## config.mk

```make
export PLATFORM = sky130hd
export DESIGN_NAME = writeback_arbiter
export DESIGN_NICKNAME = d
export VERILOG_FILES = /design/src/rtl/writeback_arbiter.sv
export SDC_FILE = /design/constraint.sdc
export NUM_CORES = 1
export LEC_CHECK = 0
export BUFFER_PORTS_ARGS = -buffer_cell sky130_fd_sc_hd__buf_4
export CAP_MARGIN = 20
export CORE_UTILIZATION = 50
export CTS_CLUSTER_SIZE = 16
export DETAILED_ROUTE_END_ITERATION = 16
export PLACE_DENSITY = 0.75
export REMOVE_ABC_BUFFERS = 1
export SETUP_SLACK_MARGIN = 0.15
export SYNTH_ARGS = -nofsm -noshare
export SYNTH_HDL_FRONTEND = slang
export SYNTH_SLANG_ARGS = --single-unit
```

## constraint.sdc

```tcl
create_clock -name clk -period 3.8 [get_ports clk]
set_clock_uncertainty 0.05 [all_clocks]
set_input_delay 0.38 -clock clk [delete_from_list [all_inputs] [get_ports clk]]
set_output_delay 0.38 -clock clk [all_outputs]
set_load 0.005 [all_outputs]
```

## src/rtl/writeback_arbiter.sv

```systemverilog
// Writeback arbiter: one holding slot per source (exe, mem) feeding a single registered regfile write port.
// Grant is combinational from slot state, the write is registered one edge later; mem wins unless exe has starved STARVE_LIMIT cycles.
module writeback_arbiter #(
  parameter int unsigned STARVE_LIMIT = 4
) (
  input  logic        clk,
  input  logic        rst,
  input  logic        exe_i_valid,
  input  logic [4:0]  exe_i_rd,
  input  logic [63:0] exe_i_data,
  input  logic        exe_i_reg_wen,
  output logic        exe_o_ready,
  input  logic        mem_i_valid,
  input  logic [4:0]  mem_i_rd,
  input  logic [63:0] mem_i_data,
  input  logic        mem_i_reg_wen,
  output logic        mem_o_ready,
  output logic [4:0]  write_back_o_rd,
  output logic [63:0] write_back_o_data,
  output logic        write_back_o_reg_wen,
  output logic [31:0] wb_o_commit_cnt
);

  localparam logic [3:0] LIMIT = 4'(STARVE_LIMIT);

  logic        exe_full_q, exe_full_d;
  logic [4:0]  exe_rd_q, exe_rd_d;
  logic [63:0] exe_data_q, exe_data_d;
  logic        exe_wen_q, exe_wen_d;
  logic        mem_full_q, mem_full_d;
  logic [4:0]  mem_rd_q, mem_rd_d;
  logic [63:0] mem_data_q, mem_data_d;
  logic        mem_wen_q, mem_wen_d;
  logic [3:0]  starve_q, starve_d;
  logic [4:0]  wb_rd_q, wb_rd_d;
  logic [63:0] wb_data_q, wb_data_d;
  logic        wb_wen_q, wb_wen_d;
  logic [31:0] cnt_q, cnt_d;

  logic mem_gnt, exe_gnt;
  logic exe_load, mem_load;

  // Readies are gated by reset so nothing is accepted while the block is held.
  always_comb begin
    mem_gnt     = mem_full_q && !(exe_full_q && (starve_q == LIMIT));
    exe_gnt     = exe_full_q && !mem_gnt;
    exe_o_ready = rst && (!exe_full_q || exe_gnt);
    mem_o_ready = rst && (!mem_full_q || mem_gnt);
    exe_load    = exe_i_valid && exe_o_ready;
    mem_load    = mem_i_valid && mem_o_ready;
  end

  always_comb begin
    exe_full_d = exe_full_q;
    exe_rd_d   = exe_rd_q;
    exe_data_d = exe_data_q;
    exe_wen_d  = exe_wen_q;
    mem_full_d = mem_full_q;
    mem_rd_d   = mem_rd_q;
    mem_data_d = mem_data_q;
    mem_wen_d  = mem_wen_q;
    starve_d   = starve_q;
    wb_rd_d    = wb_rd_q;
    wb_data_d  = wb_data_q;
    wb_wen_d   = 1'b0;

    if (exe_load) begin
      exe_full_d = 1'b1;
      exe_rd_d   = exe_i_rd;
      exe_data_d = exe_i_data;
      exe_wen_d  = exe_i_reg_wen;
    end else if (exe_gnt) begin
      exe_full_d = 1'b0;
    end

    if (mem_load) begin
      mem_full_d = 1'b1;
      mem_rd_d   = mem_i_rd;
      mem_data_d = mem_i_data;
      mem_wen_d  = mem_i_reg_wen;
    end else if (mem_gnt) begin
      mem_full_d = 1'b0;
    end

    if (!exe_full_q || exe_gnt) begin
      starve_d = 4'd0;
    end else if (starve_q != LIMIT) begin
      starve_d = starve_q + 4'd1;
    end

    // Null entries (rd 0 or no write request) still burn their grant cycle.
    if (mem_gnt) begin
      wb_rd_d   = mem_rd_q;
      wb_data_d = mem_data_q;
      wb_wen_d  = mem_wen_q && (mem_rd_q != 5'd0);
    end else if (exe_gnt) begin
      wb_rd_d   = exe_rd_q;
      wb_data_d = exe_data_q;
      wb_wen_d  = exe_wen_q && (exe_rd_q != 5'd0);
    end

    cnt_d = cnt_q + 32'(wb_wen_d);
  end

  always_ff @(posedge clk or negedge rst) begin
    if (!rst) begin
      exe_full_q <= 1'b0;
      exe_rd_q   <= 5'd0;
      exe_data_q <= 64'd0;
      exe_wen_q  <= 1'b0;
      mem_full_q <= 1'b0;
      mem_rd_q   <= 5'd0;
      mem_data_q <= 64'd0;
      mem_wen_q  <= 1'b0;
      starve_q   <= 4'd0;
      wb_rd_q    <= 5'd0;
      wb_data_q  <= 64'd0;
      wb_wen_q   <= 1'b0;
      cnt_q      <= 32'd0;
    end else begin
      exe_full_q <= exe_full_d;
      exe_rd_q   <= exe_rd_d;
      exe_data_q <= exe_data_d;
      exe_wen_q  <= exe_wen_d;
      mem_full_q <= mem_full_d;
      mem_rd_q   <= mem_rd_d;
      mem_data_q <= mem_data_d;
      mem_wen_q  <= mem_wen_d;
      starve_q   <= starve_d;
      wb_rd_q    <= wb_rd_d;
      wb_data_q  <= wb_data_d;
      wb_wen_q   <= wb_wen_d;
      cnt_q      <= cnt_d;
    end
  end

  assign write_back_o_rd      = wb_rd_q;
  assign write_back_o_data    = wb_data_q;
  assign write_back_o_reg_wen = wb_wen_q;
  assign wb_o_commit_cnt      = cnt_q;

endmodule

```

Word level (Yosys, flattened, before mapping)
Index checks and enable logic that the tools add are counted.
Cells by class
  add/sub/neg operators: 2
  reduce and logical (&&, ||, !) cells: 21
  muxes and demuxes: 12
  eq/ne operators: 2
Operators by type and width (number)
  $mux W64: 2
  $add A32 B1 Y32: 1
  $mux W5: 2
  $reduce_bool A5 Y1: 2
  $logic_and A1 B1 Y1: 9
  $mux W4: 2
  $reduce_bool A2 Y1: 4
  $mux W1: 6
  $add A4 B1 Y4 const B: 1
  $eq A4 B3 Y1 const B: 1
  $logic_not A1 Y1: 4
  $ne A4 B3 Y1 const B: 1
  $logic_or A1 B1 Y1: 2
Storage, ports and cells
  register bits: 248
  logic and storage cells: 50
  output and inout bits: 104

Depth between registers and ports, before layout
Gate-level depths: netlist (run 1).
  depth in word-level cells: 10
  gate-level depth with buffers: 14

Worst setup path before layout (run 1)
No wires, ideal clock.
  path kind: register to register
  start point: reg starve_q[0]
  end point: reg cnt_q[24] (netlist: wb_o_commit_cnt[24])
  stages on the path, launching flop included: 15
  required time: 3671 ps
  arrival: 2780 ps
  path buffers: 1
  path slack: 891 ps
  cells stage by stage: dfrtp_1 > inv_1 > ha_1 > nand3b_1 > o21ai_1 > clkbuf_1 > o2111ai_1 > o21ai_0 > ha_1 > ha_1 > and4_1 > nand3_2 > nor2_1 > and3_1 > xor2_1
On the way
  longest elaborated chain between the ends: 9
Ends and longest elaborated chain
  start: declaration: RTL line 34  | logic [3:0] starve_q, starve_d;
  start signal: assignment: RTL line 129  | starve_q <= starve_d;
  $eq A4 B3 Y1 *: RTL line 45  | mem_gnt = mem_full_q && !(exe_full_q && (starve_q == LIMIT));
  $logic_and A1 B1 Y1 *: RTL line 45
  $logic_not A1 Y1 *: RTL line 45
  $logic_and A1 B1 Y1 *: RTL line 45
  $logic_not A1 Y1: RTL line 46  | exe_gnt = exe_full_q && !mem_gnt;
  $logic_and A1 B1 Y1: RTL line 46
  $mux W1: RTL line 96  | end else if (exe_gnt) begin
  $mux W1 *: RTL line 92  | if (mem_gnt) begin
  net wb_wen_d: RTL line 37  | logic wb_wen_q, wb_wen_d;
  $add A32 B1 Y32 *: RTL line 102  | cnt_d = cnt_q + 32'(wb_wen_d);
  net cnt_d[24]: RTL line 38  | logic [31:0] cnt_q, cnt_d;
  end signal: assignment: RTL line 133  | cnt_q <= cnt_d;
  end: declaration: RTL line 38
The timed path passes the listed nets; every way through them passes the cells marked *.
A chain may end at the register's enable or synchronous reset.

Worst setup path in the final report (run 1)
  start point: reg exe_full_q
  end point: reg cnt_q[24] (netlist: wb_o_commit_cnt[24])
On the way
  longest elaborated chain between the ends: 8
Ends and longest elaborated chain
  start: declaration: RTL line 26  | logic exe_full_q, exe_full_d;
  start signal: assignment: RTL line 121  | exe_full_q <= exe_full_d;
  $logic_and A1 B1 Y1: RTL line 45
  $logic_not A1 Y1: RTL line 45
  $logic_and A1 B1 Y1: RTL line 45
  $logic_not A1 Y1: RTL line 46
  $logic_and A1 B1 Y1: RTL line 46
  $mux W1: RTL line 96
  $mux W1 *: RTL line 92
  net wb_wen_d: RTL line 37
  $add A32 B1 Y32 *: RTL line 102
  net cnt_d[24]: RTL line 38
Marks and branches as above.

==> metrics.md, run 1 <==
| Metric | Value |
|---|---|
| R2r endpoint | `wb_o_commit_cnt[24]` |
| Crit-path slowest cell | `dfrtp_4` |
| Storage cell area | `6210 um^2` |
| Overall power | `0.00709 W` |
| Post_cts resized | `0` |
| Final-report setup violation count | `0` |
| Rows | `52` |
| Largest net degree at the start of global routing | `179` |
| Status | `completed` |
| Clock transition at the registers of the reported paths | `0.06 ns` |
| Pre-CTS setup slack | `0.913 ns` |
| Sequential fraction of the synthesis area | `59.3%` |
| GRT Total Usage | `21.7%` |
| Post-DRT Antenna Nets | `0` |
| CTS H-tree lvls | `1` |
| Critical Path AT | `3.28 ns` |
| CP delay by family, top | `simple AND/OR/NAND/NOR gates` |
| Die height | `147 um` |
| Slew Viols, Final | `0` |
| Hold path startpoint | `exe_i_data[50]` |
| CP bufs+invs | `1` |
| Clk pwr share | `35.7%` |
| Clock buffer depth | `3` |
| Commonest non-fill, non-tap cells in the layout | `buf_4 (254), dfrtp_1 (247), nor2_1 (77)` |
| Top cell by count, worst path | `ha_1` |
| Synth unique cells | `38` |
| Final #Nets | `1146` |
| P_leak | `6.42 nW` |
| Sink Count | `248` |
| Chip width | `147 um` |
| Hpwl dp | `15.3 mm` |
| 1st-pass router iterations | `4` |
| Final worst path period share | `76.3%` |
| Drt total wl | `23.0 mm` |
| Crit path capture type | `flip-flop` |
| Multi-input logic area | `3960 um^2` |
| Timing endpoint of the critical path | `wb_o_commit_cnt[24]` |
| Initial antenna violation count | `0` |
| Die area | `21500 um^2` |
| Vias in the first global route | `6910` |
| Worst setup SP type | `flip-flop` |
| Internal power | `0.00535 W` |
| Num ports | `248` |
| R2r startpoint | `exe_full_q` |
| Gp weighted congestion | `0.799` |
| Maximum fanout along the worst path | `22` |
| Core ar. | `20400 um^2` |
| Clock Latency Late Sink | `0.52 ns` |
| Peak Freq | `345 MHz` |
| Iter 0 DRT Violations | `262` |
| Combinational power share | `17.1%` |
| Ant. Diodes | `0` |
| Synth Cell Area | `10500 um^2` |
| Power per Cell Area | `530 nW/um^2` |
| Final WS setup | `0.902 ns` |
| Global route total overflow | `0` |
| Yosys reg bits | `248` |
| Setup TNS | `0 ns` |
| Crit-path cells | `buf_4 > o2111ai_1 > o21ai_0 > ha_1 > ha_1 > and4_1 > nand3_2 > nor2_1 > and3_1 > xor2_1` |
| Flop pwr share | `47.2%` |
| Reg2Reg Setup Slack | `0.90 ns` |
| Tightest Pin Transition | `0.952 ns` |
| Worst stage delay on the critical path | `0.56 ns` |
| Synth warnings | `0` |
| Port Buf Inserts | `247` |
| TritonCTS Buffers | `27` |
| Sw Pwr | `0.00174 W` |
| Fillcell total | `1527` |
| # Post-CTS Setup Buffers | `0` |
| DRC | `0` |
| Switching share of total power | `24.5%` |
| Kind of critical path | `reg -> reg` |
| Final Hold Fails | `0` |
| Worst VDD drop | `0.388 mV` |
| Cell depth of the worst flop-to-flop path | `10` |
| CTS Hold Bufs | `1` |
| Crit. Startpoint | `exe_full_q` |
| Tmin final | `2.90 ns` |
| Root Buffer | `clkbuf_16` |
| Max-Cap Viols | `0` |
| Relative slew slack | `36.5%` |
| First-pass GRT wire length | `37.0 mm` |
| Starting Density | `51.4%` |
| Area growth syn-to-layout | `27.8%` |
| Avg Synthesized Cell Area | `14.0 um^2` |
| CP required | `4.19 ns` |
| CTS tree | `done` |
| Tightest Hold Check Type | `in -> reg` |
| Vias | `6568` |
| Drt wl/cell | `17.9 um` |
| Layout cell share with drive strength beyond 1 | `43.8%` |
| Unrepaired setup endpoints after global routing | `no` |
| Commonest non-fill, non-tap cell in the layout | `buf_4` |
| Stages on worst setup path | `10` |
| Mapped Cells | `747` |
| Avg Vias per Cell | `5.11` |
==> metal layers <==
metal	vias up	wire length (um)	track usage, %
li1	3104	-	-
met1	3229	9690	28.6
met2	203	10900	35.1
met3	32	2100	7.33
met4	0	321	4.53
met5	-	0	0
==> worst min-delay path by stage <==
stage | end | slack [ns] | cells past startpoint
after global placement | mem_full_q | 0.18 | 1
after CTS | exe_data_q[50] | 0.007 | 2
after global routing | exe_data_q[50] | 0.008 | 2
after detailed placement | mem_full_q | 0.18 | 1
after floorplan | exe_data_q[0] | 0.03 | 0
final | exe_data_q[50] | 0.03 | 2
==> worst reg2reg max path, stage by stage, from the launching register on <==
cell and delay [ns]:
dfrtp_4 0.56, buf_4 0.42, o2111ai_1 0.18, o21ai_0 0.13
ha_1 0.23, ha_1 0.21, and4_1 0.28, nand3_2 0.21
nor2_1 0.22, and3_1 0.19, xor2_1 0.13
==> registers in the layout, indices dropped and copies added (netlist names) <==
| name | cells |
|---|---|
| wb_o_commit_cnt | 32 |
| mem_data_q | 64 |
| starve_q | 4 |
| exe_wen_q | 1 |
| exe_full_q | 1 |
| exe_data_q | 64 |
| mem_wen_q | 1 |
| mem_full_q | 1 |
| write_back_o_rd | 5 |
| write_back_o_data | 64 |
| mem_rd_q | 5 |
| write_back_o_reg_wen | 1 |
| exe_rd_q | 5 |
==> cell type report <==
type	instances	area share, %
clock buffer	39	5.76
multi-input combinational	455	29.6
inverter	7	0.196
clock inverter	7	0.636
timing repair buffer	259	14.9
sequential	248	46.4
tap	270	2.53
==> cells by family after synthesis <==
kind of cell,Yosys count,share of synthesized area [%]
adder cells (fa/ha/maj),4,0.478
XOR/XNOR,32,2.68
AND/OR/NAND/NOR,137,6.81
AO/OA/AOI/OAI,73,3.53
multiplexers,209,24.1
buffers and inverters,44,3.11
flip-flops,248,59.3
==> power by group through the flow <==
stage                     logic [W]  clock network, W  registers [W]
after CTS                   0.00123           0.00259        0.00334
after detailed placement    0.00123                 0        0.00338
after global placement      0.00119                 0        0.00337
after floorplan            0.000607                 0        0.00335
after global routing        0.00133           0.00271        0.00340
final                       0.00122           0.00253        0.00334
==> per-stage QoR <==
step / utilization, % / std cells / cell area (um^2) / hold slack, ns
finish: 65.7 / 1285 / 13400 / 0.0294
floorplan: - / 710 / 10200 / 0.0344
global placement: 61.4 / 1238 / 12500 / 0.180
global route: 65.7 / 1285 / 13400 / 0.00814
CTS: 65.7 / 1285 / 13400 / 0.00714
detailed placement: 61.4 / 1238 / 12500 / 0.181
==> synthesized netlist by cell type <==
| cell type | n | area [um^2] |
|---|---|---|
| a21oi_1 | 69 | 345 |
| and2_4 | 2 | 17.5 |
| and3_1 | 5 | 31.3 |
| and4_1 | 2 | 17.5 |
| and4_4 | 2 | 22.5 |
| buf_1 | 3 | 11.3 |
| buf_12 | 7 | 140 |
| buf_2 | 16 | 80.1 |
| buf_4 | 7 | 52.6 |
| clkbuf_1 | 4 | 15.0 |
| dfrtp_1 | 248 | 6210 |
| ha_1 | 4 | 50.1 |
| inv_1 | 7 | 26.3 |
| mux2_1 | 9 | 101 |
| mux2_2 | 62 | 698 |
| mux2_4 | 69 | 1040 |
| mux2i_1 | 69 | 691 |
| nand2_1 | 14 | 52.6 |
| nand2_2 | 1 | 6.26 |
| nand2_8 | 1 | 20.0 |
| nand2b_1 | 1 | 6.26 |
| nand3_1 | 14 | 70.1 |
| nand3_2 | 2 | 20.0 |
| nand3b_1 | 1 | 7.51 |
| nand4_1 | 4 | 25.0 |
| nand4_4 | 1 | 21.3 |
| nor2_1 | 77 | 289 |
| nor3_4 | 1 | 16.3 |
| nor3b_2 | 1 | 12.5 |
| nor4_1 | 1 | 6.26 |
| nor4_2 | 4 | 50.1 |
| o2111ai_1 | 1 | 8.76 |
| o21ai_0 | 2 | 10.0 |
| o21ai_1 | 1 | 5.00 |
| or2_1 | 1 | 6.26 |
| or4_1 | 2 | 15.0 |
| xnor2_1 | 22 | 193 |
| xor2_1 | 10 | 87.6 |
Note: power is estimated with default switching activity, not from simulation.
==> run 2: changes to the inputs <==
Clock period 3.8 ns to 2.69 ns, I/O delays scaled along.
==> run 2 against run 1 <==
Against the previous run: first-iteration DRC count is 14% lower; register-to-register slack worse by 0.70 ns; die area stayed put; critical endpoint is now wb_o_commit_cnt[30]; largest power group unchanged.
==> metrics.md, run 2 (same netlist as run 1, synthesis figures left out) <==
| Metric | Value |
|---|---|
| Rows | `52` |
| Final-report setup violation count | `0` |
| Num ports | `248` |
| Unrepaired setup endpoints after global routing | `yes` |
| Reg2Reg Setup Slack | `0.20 ns` |
| Final worst path period share | `92.5%` |
| Relative slew slack | `53.6%` |
| Area growth syn-to-layout | `45.1%` |
| Iter 0 DRT Violations | `226` |
| Port Buf Inserts | `247` |
| Max-Cap Viols | `0` |
| Commonest non-fill, non-tap cell in the layout | `buf_4` |
| Final WS setup | `0.202 ns` |
| CTS H-tree lvls | `1` |
| Crit-path cells | `inv_1 > ha_1 > nand3b_1 > o21ai_4 > o2111ai_2 > o21ai_2 > ha_2 > ha_4 > and4_4 > nand3_4 > buf_6 > nor4_4 > xor2_1` |
| Layout cell share with drive strength beyond 1 | `41.0%` |
| Kind of critical path | `reg -> reg` |
| Clock Latency Late Sink | `0.52 ns` |
| Sink Count | `248` |
| Starting Density | `51.4%` |
| Largest net degree at the start of global routing | `124` |
| Clock buffer depth | `3` |
| TritonCTS Buffers | `26` |
| Cell depth of the worst flop-to-flop path | `13` |
| Initial antenna violation count | `3` |
| Setup TNS | `0 ns` |
| Worst VDD drop | `0.586 mV` |
| Power per Cell Area | `703 nW/um^2` |
| CP required | `3.08 ns` |
| Drt wl/cell | `18.9 um` |
| Maximum fanout along the worst path | `6` |
| Peak Freq | `402 MHz` |
| R2r endpoint | `wb_o_commit_cnt[30]` |
| Commonest non-fill, non-tap cells in the layout | `buf_4 (268), dfrtp_1 (247), dlygate4sd3_1 (141)` |
| Fillcell total | `1232` |
| DRC | `0` |
| Final #Nets | `1306` |
| Chip width | `147 um` |
| Slew Viols, Final | `0` |
| Tightest Pin Transition | `0.696 ns` |
| Final Hold Fails | `0` |
| R2r startpoint | `starve_q[1]` |
| Post-DRT Antenna Nets | `0` |
| WHS Endpoint | `mem_full_q` |
| 1st-pass router iterations | `4` |
| Die area | `21500 um^2` |
| P_leak | `7.21 nW` |
| Critical Path AT | `2.88 ns` |
| Crit-path slowest cell | `dfrtp_1` |
| GRT Total Usage | `25.3%` |
| Gp weighted congestion | `0.760` |
| Hold path startpoint | `mem_i_valid` |
| CTS tree | `done` |
| Vias in the first global route | `8222` |
| Tmin final | `2.49 ns` |
| Root Buffer | `clkbuf_16` |
| Core ar. | `20400 um^2` |
| Avg Vias per Cell | `5.18` |
| Worst setup SP type | `flip-flop` |
| Global route total overflow | `0` |
| Crit path capture type | `flip-flop` |
| Tightest Hold Check Type | `in -> reg` |
| Clock transition at the registers of the reported paths | `0.06 ns` |
| Pre-CTS setup slack | `-0.0100 ns` |
| Drt total wl | `27.4 mm` |
| Hpwl dp | `16.2 mm` |
| Cell depth of the worst hold path | `3` |
| Vias | `7521` |
| Status | `completed` |
| Die height | `147 um` |
| First-pass GRT wire length | `43.2 mm` |
| Worst stage delay on the critical path | `0.40 ns` |
| Final Core Density | `74.6%` |
==> run 2: cell types whose count changed in the layout (fill, tap and decap cells not counted), moves of 4 or more <==
cell           delta
clkbuf_8          +8
buf_6             +4
dlygate4sd3_1   +140
nor2_1            -4
clkbuf_1          -5
buf_4            +14
==> run 2: what timing repair did <==
action,in CTS,in global routing
setup buffers,4,3
hold buffers,141,0
gates resized for setup,8,15
hold endpoints to repair,181,0
pin swaps,3,5
setup endpoints to repair,43,53
==> run 2: how the worst max path moves through the flow <==
stage / start / end / slack, ns / cells after the start
floorplan: exe_full_q / wb_o_commit_cnt[24] / -6.54 / 11
global placement: starve_q[0] / wb_o_commit_cnt[24] / 0.11 / 13
CTS: starve_q[1] / wb_o_commit_cnt[24] / 0.15 / 13
detailed placement: starve_q[0] / wb_o_commit_cnt[24] / -0.01 / 13
global route: starve_q[1] / wb_o_commit_cnt[30] / 0.04 / 13
finish: starve_q[1] / wb_o_commit_cnt[30] / 0.20 / 13
==> run 2: per-layer routing <==
metal	vias to the layer above	part of all wire [%]	GRT usage [%]
li1	3430	-	-
met5	-	0	0
met1	3792	40	30.3
met4	0	2.3	6.82
met2	248	52	45.3
met3	51	5.9	5.87
==> run 2: critical path: cells and delay by family (launching register included) <==
kind	cells	cell delay [ns]
AO/OA/AOI/OAI	3	0.39
XOR/XNOR	1	0.17
adder cells (fa/ha/maj)	3	0.49
buffers and inverters	2	0.25
flip-flops	1	0.40
AND/OR/NAND/NOR	4	0.67
==> run 2: cell type report <==
type	count	area, um^2	share of cell area, %
multi-input cells	455	4040	26.6
flip-flops and latches	248	6210	40.9
well taps	270	338	2.22
clock inverters	6	108	0.708
inverters	7	26.3	0.173
clock buffers	42	862	5.67
diodes	3	7.51	0.0494
repair buffers	420	3600	23.7
==> run 2: through the flow <==
| stage | hold slack [ns] | instance area [um^2] | total power, W | cells |
|---|---|---|---|---|
| 6_report | 0.131 | 15200 | 0.0107 | 1451 |
| 5_1_grt | 0.149 | 15200 | 0.0111 | 1451 |
| 4_1_cts | 0.124 | 15100 | 0.0107 | 1445 |
| 3_5_place_dp | 0.138 | 12700 | 0.00654 | 1252 |
| 3_3_place_gp | 0.138 | 12700 | 0.00647 | 1252 |
| 2_1_floorplan | -0.0766 | 10200 | 0.00559 | 710 |
==> run 2: power by group <==
| part | internal, W | switching, W |
|---|---|---|
| Clock | 0.00247 | 0.00147 |
| Sequential | 0.00434 | 0.000411 |
| Combinational | 0.00123 | 0.000761 |
==> run 3: changes to the inputs <==
Settings changed: CORE_UTILIZATION 50 to 54, PLACE_DENSITY 0.75 to 0.8, REMOVE_ABC_BUFFERS 1 to unset.
==> run 3 against run 2 <==
Against the previous run: global-route usage is 2.8 points higher; utilization is 5.9 points higher; setup slack worse by 0.038 ns; total power is 0.17% higher; non-clock buffer count is 2 lower; count of clock-buffer cells in the layout is 3 lower; critical path depth stayed put; routed wire length hardly changed; clock power hardly changed; maximum frequency is 1.5% lower; worst hold slack better by 0.067 ns; final cell count is 0.90% lower; critical path type unchanged; largest power group unchanged.
==> metrics.md, run 3 (same netlist as run 1, synthesis figures left out) <==
| Metric | Value |
|---|---|
| Status | `completed` |
| Tmin final | `2.53 ns` |
| Avg Vias per Cell | `5.21` |
| DRC | `0` |
| Tightest Hold Check Type | `in -> reg` |
| Syn_nets | `895` |
| Port Buf Inserts | `247` |
| Drt total wl | `27.4 mm` |
| Design Area, Final | `15200 um^2` |
| Hpwl dp | `15.4 mm` |
| Final Hold Fails | `0` |
| Crit path capture type | `flip-flop` |
| Final worst path period share | `93.9%` |
| Commonest non-fill, non-tap cell in the layout | `buf_4` |
| Vias in the first global route | `8131` |
| Final #Nets | `1305` |
| First-pass GRT wire length | `43.4 mm` |
| Num ports | `248` |
| Global route total overflow | `0` |
| GRT Total Usage | `28.0%` |
| Switching share of total power | `25.4%` |
| Rows | `50` |
| Power per Cell Area | `705 nW/um^2` |
| Root Buffer | `clkbuf_16` |
| Sink Count | `248` |
| Die area | `20000 um^2` |
| Initial antenna violation count | `0` |
| Critical Path AT | `2.91 ns` |
| CTS H-tree lvls | `1` |
| Area growth syn-to-layout | `44.8%` |
| Combinational power share | `18.8%` |
| P_leak | `7.20 nW` |
| Iter 0 DRT Violations | `343` |
| Layout cell share with drive strength beyond 1 | `41.3%` |
| Worst VDD drop | `0.654 mV` |
| Largest net degree at the start of global routing | `193` |
| Maximum fanout along the worst path | `6` |
| Ant. Diodes | `0` |
| CTS tree | `done` |
| Final hold slack | `0.197 ns` |
| Clk pwr share | `36.8%` |
| 1st-pass router iterations | `4` |
| Final-report setup violation count | `0` |
| Internal power | `0.00798 W` |
| Vias | `7498` |
| Core ar. | `18800 um^2` |
| Pre-CTS setup slack | `-0.0248 ns` |
| DP Area | `12600 um^2` |
| Die height | `141 um` |
| Clock transition at the registers of the reported paths | `0.06 ns` |
| Kind of critical path | `reg -> reg` |
| Starting Density | `55.6%` |
| Tightest Pin Transition | `1.05 ns` |
| Worst setup SP type | `flip-flop` |
| Final WS setup | `0.164 ns` |
| Unrepaired setup endpoints after global routing | `yes` |
| Slew Viols, Final | `0` |
| Drt wl/cell | `19.1 um` |
| Gp weighted congestion | `0.771` |
| Final Core Density | `80.5%` |
| Post-DRT Antenna Nets | `0` |
| Relative slew slack | `30.0%` |
| Clock Latency Late Sink | `0.53 ns` |
| Clock buffer depth | `3` |
| Multi-input logic area | `4070 um^2` |
| Commonest non-fill, non-tap cells in the layout | `buf_4 (269), dfrtp_1 (247), dlygate4sd3_1 (141)` |
| Fillcell total | `983` |
| Flop pwr share | `44.5%` |
| CP required | `3.07 ns` |
| TritonCTS Buffers | `27` |
| Storage cell area | `6210 um^2` |
| Max-Cap Viols | `0` |
| Sw Pwr | `0.00272 W` |
| Chip width | `141 um` |
| Peak Freq | `396 MHz` |
==> run 3: worst paths after layout <==
kind	start	endpoint	slack [ns]	depth (start not counted)
setup / recovery	starve_q[0]	wb_o_commit_cnt[30]	0.16	13
hold / removal	exe_i_valid	exe_full_q	0.20	4
setup reg to reg	starve_q[0]	wb_o_commit_cnt[30]	0.16	13
hold reg to reg	wb_o_commit_cnt[31]	wb_o_commit_cnt[31]	0.43	1
max in group asynchronous	rst	wb_o_commit_cnt[8]	1.28	3
min in group asynchronous	rst	starve_q[1]	0.51	3
==> run 3: metal layers <==
metal  vias up  share of wire, %  track usage (%)  wire length (um)
met5         -                 0                0                 0
met4         0               3.0             8.98               824
met3        70               5.9             5.20              1630
met2       267                51             49.8             14000
met1      3724                40             34.6             11000
li1       3437                 -                -                 -
==> run 3: stage by stage <==
| step | total power, W | instances | setup TNS, ns |
|---|---|---|---|
| detailed placement | 0.00653 | 1237 | -0.0426 |
| finish | 0.0107 | 1438 | 0 |
| global route | 0.0111 | 1438 | 0 |
| CTS | 0.0107 | 1433 | 0 |
| floorplan | 0.00561 | 747 | 0 |
| global placement | 0.00645 | 1237 | 0 |
==> run 3: worst max-delay path, stage by stage (launching register included) <==
cell	delay (ns)
dfrtp_1	0.37
inv_1	0.06
ha_1	0.14
nand3b_1	0.14
o21ai_4	0.21
o2111ai_4	0.15
o21ai_4	0.12
ha_4	0.18
ha_4	0.12
and4_4	0.26
nand3_4	0.13
buf_6	0.16
nor4_4	0.13
xor2_1	0.19
==> run 3: power groups by stage <==
stage,clock network [W],logic (W),registers (W)
6_report,0.00393,0.00201,0.00476
5_1_grt,0.00413,0.00215,0.00482
4_1_cts,0.00397,0.00197,0.00472
3_5_place_dp,0,0.00177,0.00477
3_3_place_gp,0,0.00171,0.00474
2_1_floorplan,0,0.000907,0.00470
==> run 3: cell type report <==
type / instances / area share (%)
clock buffer: 39 / 5.41
clock inverter: 11 / 0.941
inverter: 7 / 0.173
multi-input combinational: 455 / 26.8
sequential: 248 / 41.0
tap: 260 / 2.15
timing repair buffer: 418 / 23.5
==> run 3: timing repair <==
action | 4_1_cts | 5_1_grt
gates resized for setup | 7 | 8
pin swaps | 3 | 8
hold buffers | 141 | 0
setup endpoints to repair | 16 | 32
hold endpoints to repair | 302 | 0
buffers inserted | 5 | 5
